<file path="src/rtl/pc_unit.sv">
// Fetch-stage program counter with redirect/trap steering, misaligned-target
// detection and a circular return-address stack for return prediction.
module pc_unit #(
    parameter int              XLEN       = 32,
    parameter logic [XLEN-1:0] RESET_VEC  = '0,
    parameter logic [XLEN-1:0] TRAP_VEC   = 32'h0000_0100,
    parameter int              ALIGN_BITS = 2,
    parameter int              RAS_DEPTH  = 4
) (
    input  logic            clk,
    input  logic            rst_n,
    input  logic            fetch_ready,
    input  logic            stall,
    input  logic            redir_valid,
    input  logic [XLEN-1:0] redir_base,
    input  logic [XLEN-1:0] redir_off,
    input  logic            redir_jalr,
    input  logic            trap_valid,
    input  logic            ras_push,
    input  logic [XLEN-1:0] ras_push_addr,
    input  logic            ras_pop,
    output logic [XLEN-1:0] pc,
    output logic            pc_valid,
    output logic            flush,
    output logic            misalign,
    output logic [XLEN-1:0] ras_top,
    output logic            ras_empty
);

    localparam int              PTR_W      = (RAS_DEPTH > 2) ? $clog2(RAS_DEPTH) : 1;
    localparam int              CNT_W      = PTR_W + 1;
    localparam logic [XLEN-1:0] PC_INC     = XLEN'(1) << ALIGN_BITS;
    localparam logic [XLEN-1:0] ALIGN_MASK = PC_INC - XLEN'(1);

    function automatic logic [CNT_W-1:0] sat_inc(input logic [CNT_W-1:0] c);
        return (c == CNT_W'(RAS_DEPTH)) ? c : c + CNT_W'(1);
    endfunction

    logic signed [XLEN-1:0] redir_off_s;
    logic [XLEN-1:0]        tgt_sum_p0;
    logic [XLEN-1:0]        tgt_p0;
    logic                   tgt_mis_p0;
    logic [XLEN-1:0]        pc_nxt_p0;
    logic                   flush_nxt_p0;
    logic                   mis_nxt_p0;

    logic [XLEN-1:0]        pc_p1;
    logic                   vld_p1;
    logic                   flush_p1;
    logic                   mis_p1;

    logic [XLEN-1:0]        ras_mem [RAS_DEPTH];
    logic [PTR_W-1:0]       ras_ptr;
    logic [PTR_W-1:0]       ras_ptr_m1;
    logic [CNT_W-1:0]       ras_cnt;

    // Stage p0: redirect target and next-PC selection
    assign redir_off_s = redir_off;
    assign tgt_sum_p0  = redir_base + $unsigned(redir_off_s);
    assign tgt_p0      = redir_jalr ? {tgt_sum_p0[XLEN-1:1], 1'b0} : tgt_sum_p0;
    assign tgt_mis_p0  = |(tgt_p0 & ALIGN_MASK);

    always_comb begin
        pc_nxt_p0    = pc_p1;
        flush_nxt_p0 = 1'b0;
        mis_nxt_p0   = 1'b0;
        if (trap_valid) begin
            pc_nxt_p0    = TRAP_VEC;
            flush_nxt_p0 = 1'b1;
        end else if (redir_valid && tgt_mis_p0) begin
            pc_nxt_p0    = TRAP_VEC;
            flush_nxt_p0 = 1'b1;
            mis_nxt_p0   = 1'b1;
        end else if (redir_valid) begin
            pc_nxt_p0    = tgt_p0;
            flush_nxt_p0 = 1'b1;
        end else if (!stall && fetch_ready && vld_p1) begin
            pc_nxt_p0    = pc_p1 + PC_INC;
        end
    end

    // Stage p1: architectural PC and one-cycle status pulses
    always_ff @(posedge clk or negedge rst_n) begin
        if (!rst_n) begin
            pc_p1    <= RESET_VEC;
            vld_p1   <= 1'b0;
            flush_p1 <= 1'b0;
            mis_p1   <= 1'b0;
        end else begin
            pc_p1    <= pc_nxt_p0;
            vld_p1   <= 1'b1;
            flush_p1 <= flush_nxt_p0;
            mis_p1   <= mis_nxt_p0;
        end
    end

    assign pc       = pc_p1;
    assign pc_valid = vld_p1;
    assign flush    = flush_p1;
    assign misalign = mis_p1;

    // Return-address stack; push+pop on a non-empty stack rewrites the top in place
    assign ras_ptr_m1 = ras_ptr - PTR_W'(1);
    assign ras_empty  = (ras_cnt == '0);
    assign ras_top    = ras_empty ? '0 : ras_mem[ras_ptr_m1];

    always_ff @(posedge clk or negedge rst_n) begin
        if (!rst_n) begin
            for (int i = 0; i < RAS_DEPTH; i++) begin
                ras_mem[i] <= '0;
            end
            ras_ptr <= '0;
            ras_cnt <= '0;
        end else if (ras_push && (!ras_pop || ras_empty)) begin
            ras_mem[ras_ptr] <= ras_push_addr;
            ras_ptr          <= ras_ptr + PTR_W'(1);
            ras_cnt          <= sat_inc(ras_cnt);
        end else if (ras_push && ras_pop) begin
            ras_mem[ras_ptr_m1] <= ras_push_addr;
        end else if (ras_pop && !ras_empty) begin
            ras_ptr <= ras_ptr_m1;
            ras_cnt <= ras_cnt - CNT_W'(1);
        end
    end

endmodule

</file>
<file path="config.mk">
export PLATFORM = sky130hd
export DESIGN_NAME = pc_unit
export DESIGN_NICKNAME = d
export VERILOG_FILES = /design/src/rtl/pc_unit.sv
export SDC_FILE = /design/constraint.sdc
export NUM_CORES = 1
export LEC_CHECK = 0
export ABC_AREA = 1
export CORE_MARGIN = 2
export CORE_UTILIZATION = 40
export CTS_CLUSTER_DIAMETER = 50
export DETAILED_ROUTE_END_ITERATION = 12
export GPL_ROUTABILITY_DRIVEN = 1
export SKIP_LAST_GASP = 1
export SYNTH_ARGS = -nofsm -noshare
export SYNTH_HDL_FRONTEND = slang
export SYNTH_SLANG_ARGS = --single-unit
</file>
<file path="constraint.sdc">
create_clock -name clk -period 7 [get_ports clk]
set_input_delay 1.4 -clock clk [delete_from_list [all_inputs] [get_ports clk]]
set_output_delay 1.4 -clock clk [all_outputs]
set_load 0.005 [all_outputs]
</file>
# Word-level counts from Yosys, hierarchy flattened
# Index checks and enable logic that the tools add are counted.
[word_totals]
register_bits = 168
mem_bits_ro = 0
in_bits = 105
ram_bits = 0
latchBits = 0
output_inout_bits = 68
mem_count = 0
[op_classes]
shift = 0
n_lt_le_gt_ge = 4
muxes = 29
multipliers = 0
n_addsub = 6
bitwise = 2
eq_ne = 3
reduce_logical = 19
div = 0
[ops]
columns = ["op", "count"]
rows = [
  ["$mux W32", 9],
  ["$bwmux W128", 2],
  ["$mux W128", 2],
  ["$demux W32 S2", 2],
  ["$bmux W32 S2", 1],
  ["$add A32 B3 Y32 const B", 1],
  ["$add A32 B32 Y32", 1],
  ["$mux W3", 4],
  ["$logic_and A1 B1 Y1", 8],
  ["$ge A3 B3 Y1 const B", 2],
  ["$lt A3 B1 Y1 const B", 2],
  ["$mux W1", 6],
  ["$mux W2", 3],
  ["$not A2 Y3", 2],
  ["$ne A2 B2 Y1 const B", 2],
  ["$reduce_bool A2 Y1", 2],
  ["$reduce_bool A4 Y1", 1],
  ["$add A3 B1 Y3 const B", 1],
  ["$eq A3 B3 Y1 const B", 1],
  ["$logic_not A1 Y1", 3],
  ["$logic_not A3 Y1", 1],
  ["$reduce_and A3 Y1", 1],
  ["$sub A3 B1 Y3 const B", 1],
  ["$add A2 B1 Y2 const B", 1],
  ["other kinds (4)", 4],
]

# Depth between registers and ports, before layout
[logic_depth]
depth_word = 9
ltp_mapped = 15

# Least setup slack after synthesis
# Ideal clock, no wire load.
[synth_path]
path_kind = "register -> output"
start = "reg ras_ptr[0]"
end = "out ras_top[30]"
arrival_time_ns = 2.065
path_stages_with_launch = 11
setup_slack_ns = 3.535
required_ns = 5.600
path_cell_list = "dfrtp_1 > inv_1 > clkbuf_1 > clkbuf_1 > ha_1 > clkbuf_1 > inv_1 > clkbuf_1 > nor2_1 > o21ai_0 > a21oi_1"
[synth_via]
elab_chain_len = 6
[synth_lines]
columns = ["element", "line", "text"]
rows = [
  ["start: declaration", "53", "logic [PTR_W-1:0] ras_ptr;"],
  ["start signal: assignment", "116", "ras_ptr <= ras_ptr + PTR_W'(1);"],
  ["start signal: assignment", "121", "ras_ptr <= ras_ptr_m1;"],
  ["$sub A2 B1 Y2", "103", "assign ras_ptr_m1 = ras_ptr - PTR_W'(1);"],
  ["via ras_ptr_m1[0]", "54", "logic [PTR_W-1:0] ras_ptr_m1;"],
  ["$not A2 Y3 (not written as such)", "105", "assign ras_top = ras_empty ? '0 : ras_mem[ras_ptr_m1];"],
  ["$bmux W32 S2", "105", ""],
  ["$mux W32 (not written as such) (2 in series)", "105", ""],
  ["$mux W32", "105", ""],
  ["end: declaration", "26", "output logic [XLEN-1:0] ras_top,"],
]
# The timed path passes the listed nets, and every way through them passes these cells. The select of a mux whose other input is x is not followed.

# Worst setup path after layout
[layout_path]
start = "reg ras_ptr[0]"
end = "out ras_top[23]"
[layout_via]
elab_chain_len = 6
[layout_lines]
columns = ["element", "line"]
rows = [
  ["$sub A2 B1 Y2", "103"],
  ["$not A2 Y3 (not written as such)", "105"],
  ["$bmux W32 S2", "105"],
  ["$mux W32 (not written as such) (2 in series)", "105"],
  ["$mux W32", "105"],
]
# Every way passes these cells. The select of a mux whose other input is x is not followed.

==> results.toml <==
[power_and_ir_drop]
powerDensity_nw_per_um2 = 363
ir_drop_v = 0.000245
p_leak_nw = 6.63

[floorplanning]
design.portCount = 173
die_w_um = 168
rows = 60
core_area_sq_um = 26700
dieArea_sq_um = 28400
die_h_um = 168
start_util_pct = 40.5

[cells_and_area]
layout.nets = 1917
area_growth_pct = 24.2
final_common_cell = "nand2_1"
multiInputGateArea_sq_um = 5600
antenna_cells = 0
drive_above_1_share_pct = 3.36
register_area_sq_um = 4210
fillCellCount = 2715
final_cell_mix = "491 x nand2_1, 220 x nor2_1, 218 x o21ai_0"

[logic_synthesis]
synthesis.instances = 1629
async_reset_ff_share_pct = 100
avgSynthCellArea_sq_um = 6.64
netlist_area_sq_um = 10800
synth_edf_count = 0
synth_nets = 1774
yosys_warnings = 0
ys_ff_latch = 168
synth_seq_area_share_pct = 38.8
yosys.cell_types.count = 37
synthFlopType = "dfrtp_1"

[sta]
worst_slack_ps = 2430
finalHoldViolCount = 0
slew_violations = 0
slew_headroom_pct = 34.5
fmax_mhz = 219
fin_tns_setup_ps = 0
finClkSkew_ps = 13.1
tightest_slew_ps = 983
fin_crit_ps = 4570
post-route-period-util_pct = 65.3
setup_viol = 0
rsz0062_at_grt = "false"

[critical_path]
crit_path_end_kind = "output port"
critPathKind = "reg -> out"
crit_chain = "inv_1, buf_4, ha_1, inv_1, buf_4, nor2_1, o21ai_0, a21oi_1, clkdlybuf4s50_1"
r2r_slack_ps = 4590
crit_fanout = 67
start_kind = "register"
cp_slowest_stage_delay_ps = 530
critPathRequiredTime_ps = 5600
critPathArrivalTime_ps = 3170
path_buf_inv = 5
cpLargestDelayFamily = "buffers and inverters"
critPathSlowestCell = "buf_4"

[place]
dp_hpwl_mm = 22.4
gp_congestion = 0.920
pre_cts_slack_ps = 2860
port_buffers = 172

[grt]
grt_pass1_wl_mm = 51.4
grt_usage_pct = 22.4
antenna_found_initial = 0
grt_pass1_vias = 10219
overflow = 0
grt_start_max_net_pins = 107

[clock_tree]
cts_buffers = 17
cts-resized-gates = 0
cts_buffer_depth = 2
cts_setup_buffers = 0
ctsHtreeMaxLevel = 4
cts_hold_buffers = 0
cts-root-buf = "clkbuf_16"
cts_tree = "built"
worstSkewPairLatency_ps = 440
clock-sinks = 168
path_clk_slew_ps = 70

[drt]
route.detailed.drc = 0
antenna_left = 0
wl_mm = 31.0
vias = 10607
wl_per_cell_um = 14.6
dr.pass1.iters = 5
drt_iter0_markers = 867
via_per_inst = 4.99

[min_path]
hold_class = "reg -> reg"

[run]
drv_cap = 0

[status]
status = "complete, no violations"
## worst register-to-register path: cells and delay by family, from the launching register on
| kind | cells | cell delay [ps] |
|---|---|---|
| AOI/OAI and AO/OA | 4 | 810 |
| and+or+nand+nor | 2 | 430 |
| DFF | 1 | 420 |
| adders and majority gates | 1 | 370 |
| buffers and inverters | 3 | 270 |
## registers in the layout (all words and copies together) (netlist names)
register  count
pc           32
flush         1
ras_ptr       2
pc_valid      1
ras_cnt       3
ras_mem     128
misalign      1
## through the flow
| stage | power, W | hold WS, ps | instance area, sq um | util, % | std cells |
|---|---|---|---|---|---|
| finish | 0.00488 | 482 | 13400 | 50.3 | 2126 |
| global route | 0.00531 | 504 | 13400 | 50.3 | 2126 |
| CTS | 0.00493 | 485 | 13400 | 50.3 | 2126 |
| detailed placement | 0.00392 | 468 | 12800 | 48.0 | 2094 |
| global placement | 0.00388 | 460 | 12800 | 48.0 | 2094 |
| floorplan | 0.00289 | 448 | 10800 | - | 1629 |
## routing by layer
metal,track usage (%),share of wire (%),up-vias
met5,0,0,-
met4,5.51,1.4,0
met3,2.85,4.5,29
met2,38.6,47,277
met1,30.0,47,4875
li1,-,-,5426
## cells in the mapped netlist (4+ instances only)
master | n | area [sq um]
a21oi_1 | 81 | 405
buf_2 | 12 | 60.1
clkbuf_1 | 45 | 169
dfrtp_1 | 168 | 4200
ha_1 | 38 | 475
inv_1 | 204 | 766
nand2_1 | 491 | 1840
nand3_1 | 68 | 340
nand4_1 | 8 | 50.1
nor2_1 | 221 | 830
nor3_1 | 15 | 75.1
o21ai_0 | 218 | 1090
o21ai_1 | 4 | 20.0
o21bai_1 | 4 | 30.0
o22ai_1 | 4 | 25.0
xor2_1 | 15 | 131
## final timing paths
kind,startpoint,to,cells past startpoint
hold / removal,ras_mem[124]$_DFFE_PN0P_,ras_mem[124]$_DFFE_PN0P_,2
setup / recovery,ras_ptr[0]$_DFFE_PN0P_,ras_top[23],9
setup reg to reg,ras_cnt[0]$_DFFE_PN0P_,ras_cnt[2]$_DFFE_PN0P_,10
max in group asynchronous,rst_n,ras_ptr[0]$_DFFE_PN0P_,2
min in group asynchronous,rst_n,ras_mem[61]$_DFFE_PN0P_,1
hold reg to reg,ras_mem[124]$_DFFE_PN0P_,ras_mem[124]$_DFFE_PN0P_,2
## cells by family after synthesis
group | after synthesis | synth area share, %
AO/OA/AOI/OAI | 323 | 15.7
XOR/XNOR | 17 | 1.38
adder cells (fa/ha/maj) | 40 | 4.76
buffers and inverters | 267 | 9.61
flip-flops | 168 | 38.8
other | 1 | 0.0347
AND/OR/NAND/NOR | 813 | 29.7
## power by group
group          leakage [nW]  total, W  switching (W)  internal, W
clock network         0.305  0.000983       0.000462     0.000521
logic                  4.22   0.00232        0.00127      0.00105
registers              2.11   0.00158       0.000227      0.00135
## final cells by class
| cell class | count | area share [%] |
|---|---|---|
| inverters | 207 | 5.78 |
| repair buffers | 184 | 13.5 |
| flip-flops and latches | 168 | 31.3 |
| well taps | 341 | 3.17 |
| clock inverters | 15 | 1.47 |
| multi-input cells | 1194 | 41.6 |
| clock buffers | 17 | 3.17 |
Power figures use the tool's default switching activity.
==> variant (same flow settings) <==
Reset style: synchronous (`rst_n`), changed in 2 clocked blocks.
--- a/src/rtl/pc_unit.sv
+++ b/src/rtl/pc_unit.sv
@@ -81,5 +81,5 @@
 
     // Stage p1: architectural PC and one-cycle status pulses
-    always_ff @(posedge clk or negedge rst_n) begin
+    always_ff @(posedge clk) begin
         if (!rst_n) begin
             pc_p1    <= RESET_VEC;
@@ -105,5 +105,5 @@
     assign ras_top    = ras_empty ? '0 : ras_mem[ras_ptr_m1];
 
-    always_ff @(posedge clk or negedge rst_n) begin
+    always_ff @(posedge clk) begin
         if (!rst_n) begin
             for (int i = 0; i < RAS_DEPTH; i++) begin
Check against the original RTL: differs if rst_n is asserted again (counterexample within 4 cycles, from zero or initial values and one cycle with rst_n low); with rst_n held inactive, the same outputs for 4 cycles.
==> variant against the original RTL <==
- sequential cell count is the same
- fmax grew 3.8%
- wire length shrank 1.7%
- design area shrank 3.0%
- synthesized area shrank 3.9%
- first-iteration DRC count shrank 11%
- setup slack gained 0.17 ns
- critical endpoint is now ras_top[5]
Power is not compared: it rests on default switching activity, and its combinational part moved more than twofold at a synthesized area within 25%.
==> variant: results (changes against the original RTL) <==
[outcome]
status=completed  ; unchanged

[setup_path]
r2r_slack_ns=3.66  ; was 4.59 ns
cp_max_fo=33  ; was 67
reg2reg_from=ras_ptr[1]  ; was ras_cnt[0]
rr_worst_depth=7  ; was 10
arrival_ns=3.00  ; was 3.17 ns
worst_r2r_endpoint=ras_mem[0][26]  ; was ras_cnt[2]

[clocking]
ctsRootBufferMaster=clkbuf_16  ; unchanged
post_cts_buffers=0  ; unchanged
cts.path.max_buffers=2  ; unchanged
post_cts_resized=0  ; unchanged
clk_latency_ns=0.44  ; about the same

[synthesis]
ys_seq_area_share_pct=44.6  ; was 38.8%
syn-num-nets=1544  ; was 1,774
synth.avg_cell_area_sq_um=7.40  ; was 6.64 sq um
synth_ff_type=edfxtp_1  ; was dfrtp_1
synth_warnings=0  ; unchanged
synth_area_leaders=edfxtp_1, nand2_1, dfxtp_1  ; was dfrtp_1, nand2_1, o21ai_0
async_reset_ff_share_pct=0  ; was 100%
ys_types=37  ; unchanged
netlist_top_cells_count=nand2_1, inv_1, nor2_1  ; was nand2_1, nor2_1, o21ai_0
synth_edf_count=128  ; was 0

[finish]
drive_above_1_share_pct=4.94  ; was 3.36%
layoutNonFillerInstCount=1913  ; was 2,126
nFillCells=2546  ; was 2,715
finalNetCount=1704  ; was 1,917
largest_reg_flops=128  ; unchanged

[timing]
tightest_slew_ns=1.18  ; was 0.983 ns
worst_hold_slack_ns=0.515  ; was 0.482 ns
clock_skew_ns=0.0139  ; was 0.0131 ns

[placement]
dp_hpwl_microns=21800  ; was 22,400 microns
gp_congestion=0.927  ; was 0.920
place.port_buffers=172  ; unchanged

[global_routing]
grt_pass1_wl_microns=47800  ; was 51,400 microns
grt_max_degree=36  ; was 107
grt_usage_pct=22.7  ; was 22.4%
grt_pass1_vias=9045  ; was 10,200

[worst_hold_path]
hp-class=reg -> reg  ; unchanged

[routing]
wl_per_cell_microns=15.9  ; was 14.6 microns
drtIter0Drc=771  ; was 867
viasPerCell=5.09  ; was 4.99
drt_first_pass_iters=5  ; unchanged

[power_and_ir_drop]
p_int_w=0.00209

variant: cell count changes after synthesis, moves of 33 or more:
cell and change:
dfxtp_1 +40, dfrtp_1 -168, a31oi_1 +33, nand2_1 -50, o21ai_0 -168, edfxtp_1 +128
variant: through the flow:
stage | utilization (%) | area [sq um] | worst slack (ns)
global route | 50.6 | 13000 | 2.38
finish | 50.6 | 13000 | 2.60
detailed placement | 48.3 | 12500 | 2.82
floorplan | - | 10400 | 2.44
global placement | 48.3 | 12500 | 2.85
CTS | 50.6 | 13000 | 2.54
variant: worst max-delay path, stage by stage (launching register included):
cell	delay [ns]
dfxtp_1	0.41
inv_2	0.34
nor2_4	0.81
nand2_1	0.11
a31oi_1	0.30
clkdlybuf4s50_1	0.57
variant: worst max path at each step:
stage | start | endpoint | cells after the start
5_1_grt | ras_ptr[1] | ras_top[5] | 5
6_report | ras_ptr[1] | ras_top[5] | 5
3_3_place_gp | rst_n | ras_mem[0][24] | 6
4_1_cts | ras_ptr[1] | ras_top[7] | 5
2_1_floorplan | ras_pop | ras_mem[3][0] | 7
3_5_place_dp | rst_n | ras_mem[0][22] | 6
variant: layout make-up:
| type | count | share of cell area, % |
|---|---|---|
| clock inverters | 15 | 1.23 |
| well taps | 335 | 3.21 |
| inverters | 198 | 5.70 |
| repair buffers | 186 | 14.0 |
| clock buffers | 17 | 3.26 |
| multi-input cells | 994 | 37.0 |
| flip-flops and latches | 168 | 35.6 |
variant: power groups by stage:
stage	clock network, W	logic, W	registers (W)
floorplan	0	0.000556	0.00125
global placement	0	0.000989	0.00127
detailed placement	0	0.000996	0.00128
CTS	0.000928	0.00100	0.00125
global route	0.000969	0.00110	0.00127
finish	0.000921	0.000993	0.00126
variant: routing by layer:
layer  track usage (%)  wire length [microns]
met5                 0                      0
met3              3.37                   1700
met1              31.1                  14000
met4              5.89                    497
met2              37.8                  14300
variant: logic make-up after synthesis:
| family | after synthesis | share of synthesized area [%] |
|---|---|---|
| flip-flops | 168 | 44.6 |
| adder cells (fa/ha/maj) | 34 | 4.23 |
| XOR/XNOR | 20 | 1.68 |
| AND/OR/NAND/NOR | 750 | 29.2 |
| buffers and inverters | 243 | 9.13 |
| AO/OA/AOI/OAI | 190 | 11.1 |
